--- config.mk ---
export PLATFORM = sky130hd
export DESIGN_NAME = pipeline_control_arbiter
export DESIGN_NICKNAME = d
export VERILOG_FILES = /design/src/rtl/pipeline_control_arbiter.sv
export SDC_FILE = /design/constraint.sdc
export NUM_CORES = 1
export LEC_CHECK = 0
export CAP_MARGIN = 30
export CORE_UTILIZATION = 44
export DETAILED_ROUTE_END_ITERATION = 6
export PLACE_DENSITY = 0.75
export SETUP_SLACK_MARGIN = 0.3
export SLEW_MARGIN = 20
export SYNTH_ARGS = -nofsm -noshare
export SYNTH_HDL_FRONTEND = slang
export SYNTH_SLANG_ARGS = --single-unit
--- constraint.sdc ---
create_clock -name clk -period 3.21 [get_ports clk]
set_input_delay 0.642 -clock clk [delete_from_list [all_inputs] [get_ports clk]]
set_output_delay 0.642 -clock clk [all_outputs]
set_load 0.02 [all_outputs]
--- src/rtl/pipeline_control_arbiter.sv ---
// -----------------------------------------------------------------------------
// lc3b_pipeline_pkg / pipeline_control_arbiter
//
// Purpose:
//   This block sits at the consumer end of the pipeline control-word request
//   interface. It collects control requests from every pipeline requester and
//   merges them into the one control word that drives the stage and barrier
//   stall, reset and force-load lines. A requester that asserts .exclusive can
//   take sole ownership of the control word. A watchdog limits how long one
//   requester can hold that ownership. The block also keeps saturating
//   stall and flush statistics.
//
// Ports:
//   clk              - system clock; all state updates on the rising edge
//   rst_n            - asynchronous, active-low reset
//   req_in           - NUM_REQ control requests; index 0 has the highest priority
//   control_out      - merged control word (combinational from req_in and state)
//   owner_valid      - an exclusive lock is currently held (registered)
//   owner            - index of the lock holder; 0 when no lock is held
//   lock_timeout_err - sticky flag, set when the watchdog breaks a lock
//   stall_cycles     - saturating count of cycles with any stall on control_out
//   flush_events     - saturating count of cycles with any barrier reset asserted
// -----------------------------------------------------------------------------
package lc3b_pipeline_pkg;

  // One request or merged control word. A word takes part in arbitration
  // only when .active=1. The .exclusive bit asks for sole ownership.
  typedef struct packed {
    logic active;
    logic exclusive;
    logic stage_if_stall;
    logic stage_id_stall;
    logic stage_ex_stall;
    logic stage_mem_stall;
    logic stage_wb_stall;
    logic barrier_if_id_stall;
    logic barrier_id_ex_stall;
    logic barrier_ex_mem_stall;
    logic barrier_mem_wb_stall;
    logic barrier_if_id_reset;
    logic barrier_id_ex_reset;
    logic barrier_ex_mem_reset;
    logic barrier_mem_wb_reset;
    logic force_sr1_load;
    logic force_sr2_load;
  } lc3b_pipeline_control_word;

endpackage

module pipeline_control_arbiter
  import lc3b_pipeline_pkg::*;
#(
  parameter int NUM_REQ      = 4,
  parameter int LOCK_TIMEOUT = 255,
  parameter int CNT_W        = 16,
  localparam int OWN_W       = (NUM_REQ > 1) ? $clog2(NUM_REQ) : 1
) (
  input  logic                      clk,
  input  logic                      rst_n,
  input  lc3b_pipeline_control_word req_in [NUM_REQ],
  output lc3b_pipeline_control_word control_out,
  output logic                      owner_valid,
  output logic [OWN_W-1:0]          owner,
  output logic                      lock_timeout_err,
  output logic [CNT_W-1:0]          stall_cycles,
  output logic [CNT_W-1:0]          flush_events
);

  localparam int LCNT_W = (LOCK_TIMEOUT > 1) ? $clog2(LOCK_TIMEOUT) : 1;
  localparam logic [LCNT_W-1:0] LAST_HELD_CNT = LCNT_W'(LOCK_TIMEOUT - 1);

  typedef enum logic {
    IDLE   = 1'b0,
    LOCKED = 1'b1
  } arb_state_e;

  arb_state_e                state_q, state_d;
  logic [OWN_W-1:0]          owner_q, owner_d;
  logic [LCNT_W-1:0]         lock_cnt_q, lock_cnt_d;
  logic [NUM_REQ-1:0]        mask_q, mask_d;
  logic                      err_q, err_d;
  logic [CNT_W-1:0]          stall_q, stall_d;
  logic [CNT_W-1:0]          flush_q, flush_d;

  lc3b_pipeline_control_word merged;
  lc3b_pipeline_control_word ctrl;
  logic                      owner_holds;
  logic                      arbitrate;
  logic                      grant_found;
  logic [OWN_W-1:0]          grant_idx;
  logic                      any_stall;
  logic                      any_flush;

  // Next-state, selection and statistics logic. Every output of this block
  // first gets a hold or zero default. Exclusion of the old owner in a
  // release cycle needs no explicit term here. An owner that releases has
  // either dropped .active or dropped .exclusive, so it cannot be eligible
  // again in that cycle.
  always_comb begin
    state_d     = state_q;
    owner_d     = owner_q;
    lock_cnt_d  = lock_cnt_q;
    mask_d      = mask_q;
    err_d       = err_q;
    merged      = '0;
    ctrl        = '0;
    arbitrate   = 1'b1;
    grant_found = 1'b0;
    grant_idx   = '0;

    // Scan from the highest index down, so the lowest eligible index wins.
    // Inactive requesters also release any watchdog mask they carry.
    for (int i = NUM_REQ - 1; i >= 0; i--) begin
      if (req_in[i].active) begin
        merged = merged | req_in[i];
        if (req_in[i].exclusive && !mask_q[i]) begin
          grant_found = 1'b1;
          grant_idx   = OWN_W'(i);
        end
      end else begin
        mask_d[i] = 1'b0;
      end
    end
    merged.exclusive = 1'b0;

    owner_holds = (state_q == LOCKED) && req_in[owner_q].active &&
                  req_in[owner_q].exclusive;

    unique case (state_q)
      LOCKED: begin
        if (owner_holds) begin
          arbitrate = 1'b0;
          ctrl      = req_in[owner_q];
          if (lock_cnt_q == LAST_HELD_CNT) begin
            // Watchdog expiry: break the lock and demote the owner to a
            // non-exclusive requester until it goes inactive.
            state_d         = IDLE;
            owner_d         = '0;
            lock_cnt_d      = '0;
            mask_d[owner_q] = 1'b1;
            err_d           = 1'b1;
          end else begin
            lock_cnt_d = lock_cnt_q + 1'b1;
          end
        end
      end
      default: ;
    endcase

    // Idle evaluation. This path also runs in a release cycle, so a waiting
    // exclusive requester takes over without an idle gap.
    if (arbitrate) begin
      lock_cnt_d = '0;
      if (grant_found) begin
        ctrl    = req_in[grant_idx];
        state_d = LOCKED;
        owner_d = grant_idx;
      end else begin
        ctrl    = merged;
        state_d = IDLE;
        owner_d = '0;
      end
    end

    // A barrier that is being flushed must not also be held.
    if (ctrl.barrier_if_id_reset)  ctrl.barrier_if_id_stall  = 1'b0;
    if (ctrl.barrier_id_ex_reset)  ctrl.barrier_id_ex_stall  = 1'b0;
    if (ctrl.barrier_ex_mem_reset) ctrl.barrier_ex_mem_stall = 1'b0;
    if (ctrl.barrier_mem_wb_reset) ctrl.barrier_mem_wb_stall = 1'b0;

    any_stall = |{ctrl.stage_if_stall, ctrl.stage_id_stall, ctrl.stage_ex_stall,
                  ctrl.stage_mem_stall, ctrl.stage_wb_stall,
                  ctrl.barrier_if_id_stall, ctrl.barrier_id_ex_stall,
                  ctrl.barrier_ex_mem_stall, ctrl.barrier_mem_wb_stall};
    any_flush = |{ctrl.barrier_if_id_reset, ctrl.barrier_id_ex_reset,
                  ctrl.barrier_ex_mem_reset, ctrl.barrier_mem_wb_reset};

    stall_d = (any_stall && (stall_q != '1)) ? stall_q + 1'b1 : stall_q;
    flush_d = (any_flush && (flush_q != '1)) ? flush_q + 1'b1 : flush_q;
  end

  // All arbiter state: the FSM, the lock ownership and watchdog count, the
  // per-requester masks, the sticky error flag and the statistics. An
  // asynchronous reset clears everything at once. This also covers a reset
  // that arrives while a lock is held.
  always_ff @(posedge clk or negedge rst_n) begin
    if (!rst_n) begin
      state_q    <= IDLE;
      owner_q    <= '0;
      lock_cnt_q <= '0;
      mask_q     <= '0;
      err_q      <= 1'b0;
      stall_q    <= '0;
      flush_q    <= '0;
    end else begin
      state_q    <= state_d;
      owner_q    <= owner_d;
      lock_cnt_q <= lock_cnt_d;
      mask_q     <= mask_d;
      err_q      <= err_d;
      stall_q    <= stall_d;
      flush_q    <= flush_d;
    end
  end

  // control_out is combinational. It is gated so that it reads zero while
  // reset is held, whatever the requesters drive.
  assign control_out      = rst_n ? ctrl : '0;
  assign owner_valid      = (state_q == LOCKED);
  assign owner            = owner_q;
  assign lock_timeout_err = err_q;
  assign stall_cycles     = stall_q;
  assign flush_events     = flush_q;

endmodule

Yosys cells after proc, flatten, opt, wreduce, memory -nomap -nowiden:

Index checks and enable logic that the tools add are counted.

* bitwise operators: 6
* $mul: 0
* magnitude comparators: 4
* divide/modulo/power cells: 0
* mux-type cells: 60
* equality and inequality tests: 3
* reductions and logical operators: 21
* shift operators: 0
* $add $sub $neg: 3

Operators with widths (count)
* $mux W17: 13
* $bmux W17 S2: 2
* $or A17 B17 Y17: 3
* $add A16 B1 Y16 const B: 2
* $mux W8: 4
* $ne A16 B16 Y1 const B: 2
* $mux W2: 13
* $mux W1: 24
* $mux W4: 3
* $logic_and A1 B1 Y1: 9
* $reduce_or A9 Y1: 1
* $add A8 B1 Y8 const B: 1
* $eq A8 B8 Y1 const B: 1
* $ge A3 B3 Y1 const B: 2
* $not A2 Y3: 2
* $reduce_and A3 Y1: 2
* $reduce_bool A2 Y1: 3
* $logic_not A1 Y1: 4
* $or A4 B4 Y4: 1
* $reduce_or A4 Y1: 1
* $lt A2 B3 Y1 const B: 1
* $demux W1 S2: 1
* $ge A2 B1 Y1 const B: 1
* $reduce_and A2 Y1: 1

* bits in writable memories: 0
* bits in latches: 0
* memory bits (read-only): 0
* word-level logic and storage cells: 104
* output and inout port bits: 53
* memories: 0
* register bits after elaboration: 48

Depth between registers and ports, before layout:

Gate-level depths: netlist (run 1).

* depth after elaboration: 19
* gate-level depth with buffers: 13
* depth with buffers taken out: 9

Least setup slack after synthesis (run 1):

No wires, ideal clock.

* path type: reg-to-reg
* start: register owner_q[1], in the netlist owner[1]
* end: register stall_q[1], in the netlist stall_cycles[1]
* clock period less this slack: 2.969 ns
* cell stages (with the launch flop): 12
* buffers on the path: 2
* required time: 3.085 ns
* arrival time: 2.844 ns
* setup slack: 0.241 ns
* cell sequence: dfrtp_1 buf_6 inv_4 mux4_2 buf_6 o22a_1 a221o_1 nor4_2 nand4_2 nor2_4 nor2_2 mux2_4

* longest elaborated chain between the ends: 12

Ends and longest elaborated chain
* start, declared: RTL line 78 `logic [OWN_W-1:0] owner_q, owner_d;`
* start signal, assigned: RTL line 197 `owner_q <= owner_d;`
* $not A2 Y3 (not written as such) (*): RTL line 126, 127, 133
* $bmux W17 S2 (*): RTL line 126, 127, 133
* $mux W17 (not written as such) (*) (2 in series): RTL line 126, 133
* $logic_and A1 B1 Y1 (2 in series): RTL line 126 `owner_holds = (state_q == LOCKED) && req_in[owner_q].active &&`
* $mux W17 or $mux W1 (tied branches): RTL line 131 `if (owner_holds) begin`
* $mux W17 or $mux W1 (tied branches): RTL line 129 `unique case (state_q)`
* $mux W17 (*): RTL line 152 `if (arbitrate) begin`
* $mux W1, on equally long branches
* $reduce_or A9 Y1 (*): RTL line 171 `any_stall = |{ctrl.stage_if_stall, ctrl.stage_id_stall, ctrl.stage_ex_stall,`
* $logic_and A1 B1 Y1 (*): RTL line 178 `stall_d = (any_stall && (stall_q != '1)) ? stall_q + 1'b1 : stall_q;`
* end signal, assigned: RTL line 201 `stall_q <= stall_d;`
* end, declared: RTL line 82 `logic [CNT_W-1:0] stall_q, stall_d;`

Every way passes the cells marked *; elsewhere a longest branch is shown, timed or not. The select of a mux whose other input is x is not followed.
A chain may end at the register's enable or synchronous reset.

==> results of run 1 <==
worst paths after layout:
path                       depth (start not counted)                      endpoint                    startpoint
max                                                7                control_out[9]                    req_in[39]
min                                                1   stall_cycles[4]$_DFFE_PN0P_                         rst_n
max reg2reg                                       13   stall_cycles[1]$_DFFE_PN0P_          owner[1]$_DFFE_PN0P_
min reg2reg                                        1  lock_timeout_err$_DFFE_PN0P_  lock_timeout_err$_DFFE_PN0P_
max in group asynchronous                          3   stall_cycles[7]$_DFFE_PN0P_                         rst_n
min in group clk                                   1  lock_timeout_err$_DFFE_PN0P_  lock_timeout_err$_DFFE_PN0P_
routing by layer:
layer | global-route usage [%] | routed length (µm)
met2 | 57.4 | 7900
met3 | 3.97 | 1110
met1 | 40.2 | 6120
met4 | 15.0 | 617
met5 | 0 | 0
Yosys cell counts (all sizes together) (8+ instances only):
library cell  instances  area, µm²
dfrtp                48       1200
nand2                44        165
nor2                 42        173
nand3                27        135
xor2                 24        210
buf                  21        129
a22oi                16        120
mux4                 16        364
nor3                 14       75.1
o21ai                11       55.1
and2                 10       62.6
clkbuf                9       33.8
nand4                 9       62.6
a21oi                 8       40.0
and3                  8       50.1
xnor2                 8       70.1
power breakdown:
part | switching, W | total, W | internal [W] | leakage [nW]
logic | 0.000848 | 0.00176 | 0.000909 | 2.13
registers | 0.000201 | 0.000951 | 0.000750 | 0.569
clock network | 0.000226 | 0.000540 | 0.000314 | 0.0687
total | 0.00128 | 0.00325 | 0.00197 | 2.76
worst max-delay path, stage by stage:
cell and delay [ns]:
clkdlybuf4s50_1 0.49, a22oi_1 0.22, nand2_1 0.08, a222oi_1 0.45, a31o_2 0.29, and3_1 0.18, buf_4 0.14
sequential cells by signal (all words and copies together) (netlist names):
signal and count:
flush_events 16, stall_cycles 16, lock_cnt_q 8, mask_q 4, owner 2, lock_timeout_err 1
owner_valid 1
repair_timing:
action                                  in CTS  in global routing
cloned                                       1                  0
resized for setup                          181                 31
setup buffers                               10                  5
pin swaps                                   31                 20
hold buffers                                 0                  0
endpoints found under the setup margin      48                 48
cell type report:
cell class	count	share of cell area [%]
flip-flops and latches	48	18.3
repair buffers	242	33.6
multi-input cells	347	43.5
clock inverters	3	1.05
well taps	108	2.06
inverters	7	0.438
clock buffers	5	1.05
cells by family (layout without fill, tap and decap cells):
kind of cell | Yosys count | count (layout)
mux | 24 | 24
compound gates | 103 | 103
fa+ha+maj | 4 | 4
flops | 48 | 48
xor+xnor | 32 | 32
buf+inv | 37 | 257
simple gates | 184 | 184
metrics by stage:
step / TNS (ns) / util [%] / total power (W) / cells / hold WS, ns
3_3_place_gp: -25.43 / 68.6 / 0.00246 / 736 / 0.459
4_1_cts: 0 / 73.4 / 0.00317 / 755 / 0.195
5_1_grt: -0.0281 / 75.4 / 0.00339 / 760 / 0.185
2_1_floorplan: 0 / - / 0.00173 / 432 / 0.346
6_report: 0 / 75.4 / 0.00325 / 760 / 0.191
3_5_place_dp: -26.92 / 68.6 / 0.00252 / 736 / 0.466
==> run summary, run 1 <==
IO Port Bufs = 122
Final Hold Viols = 0
CP Capture Type = output port
Status = complete, no violations
CTS Sinks = 48
Area Overhead vs Synth = 66.1%
Row cnt = 34
EDFF count, synth = 0
Pre-antenna DRT Iters = 5
Initial antenna violation count = 0
Post-synth ARST share = 100%
DR iter-0 viols = 473
CP Data Required Time = 2.57 ns
Critical path type = primary input to output port
DP Area = 5980 µm²
Dpl hpwl = 11,400 µm
Worst-Skew Late Latency = 0.31 ns
CTS tree = done
Synthesized area per cell = 9.16 µm²
Minimum clock period = 3.14 ns
Final wirelength = 15,700 µm
Final Max Tran Viols = 0
Diode count = 0
DIE AREA = 9380 µm²
Post-synthesis cell type count = 67
Most common cell after layout, fill and taps aside = buf_4
Setup Skew = 0.0102 ns
Worst Max-Slew Pin Slew = 0.858 ns
Commonest cells after routing, fill and taps aside = buf_4 (109), clkdlybuf4s50_1 (85), dfrtp_1 (46)
Largest net degree at the start of global routing = 24
CORE AREA = 8720 µm²
Gr usage total = 32.8%
Yosys reg bits = 48
Max_cap viols = 0
# IOs = 123
Syn Inst Count = 432
Fmax achieved = 0.319 GHz
Tcrit/Tclk final = 97.8%
Via count = 4,712
Clock slew at the register clock pins of the worst setup and hold paths = 0.10 ns
Pwr dens = 494 nW/µm²
Dpl ws = -0.733 ns
Fin area = 6570 µm²
Synth Area in Adders = 1.26%
Post-synth top flop = dfrtp_1
GP Congestion = 0.939
# DRC = 0
Clock buffer depth = 2
DRT antenna net count = 0
Largest family of logic cells by synthesized area = simple AND/OR/NAND/NOR gates
Unrepaired setup endpoints after global routing = true
Synth Area in Compound Gates = 19.6%
Starting Density = 45.4%
XOR/XNOR Fraction of Synth Area = 7.08%
Num CTS Buffers = 5
Worst Hold Class = primary input to async pin
Multiplexer area fraction after synthesis = 11.5%
Crit path max fanout = 3
Final nets = 725
Grt ovf = 0
Final setup viols = 0
Worst VDD drop = 0.471 mV
Register-to-Register Setup Slack = 0.10 ns
Die span in x = 96.8 µm
Via density = 6.20
First-pass GRT wire length = 24,700 µm
Final WS setup = 0.0709 ns
Netlist Area Pre-Place = 3960 µm²
Filler cell count = 635
Vias in the first global route = 4,808
Share of layout cells above drive strength 1 = 35.9%
Yosys warns = 0
Synth Area in Simple Gates = 25.3%
Crit path DAT = 2.50 ns
Pleak = 2.76 nW
Mapped Nets = 506
Multi-input logic area = 2860 µm²
Register area share after synthesis = 30.4%
Clock root buffer = clkbuf_8
FF+latch area = 1200 µm²
Slew margin rel. = 42.6%
Startpoint Class = primary input
DR WL/cell = 20.7 µm
H-tree Lvls = 2
Die Y = 96.8 µm
Power figures use the tool's default switching activity.
==> inputs of run 2 (changes only) <==
- HOLD_SLACK_MARGIN: unset -> 0.03
- TNS_END_PERCENT: unset -> 100
==> results of run 2 <==
The final DEF is identical to that of run 1; final timing and power are the same.
==> inputs of run 3 (changes only) <==
- ABC_CLOCK_PERIOD_IN_PS: unset -> 3210
==> results of run 3 <==
The final DEF is identical to that of run 1; final timing and power are the same.
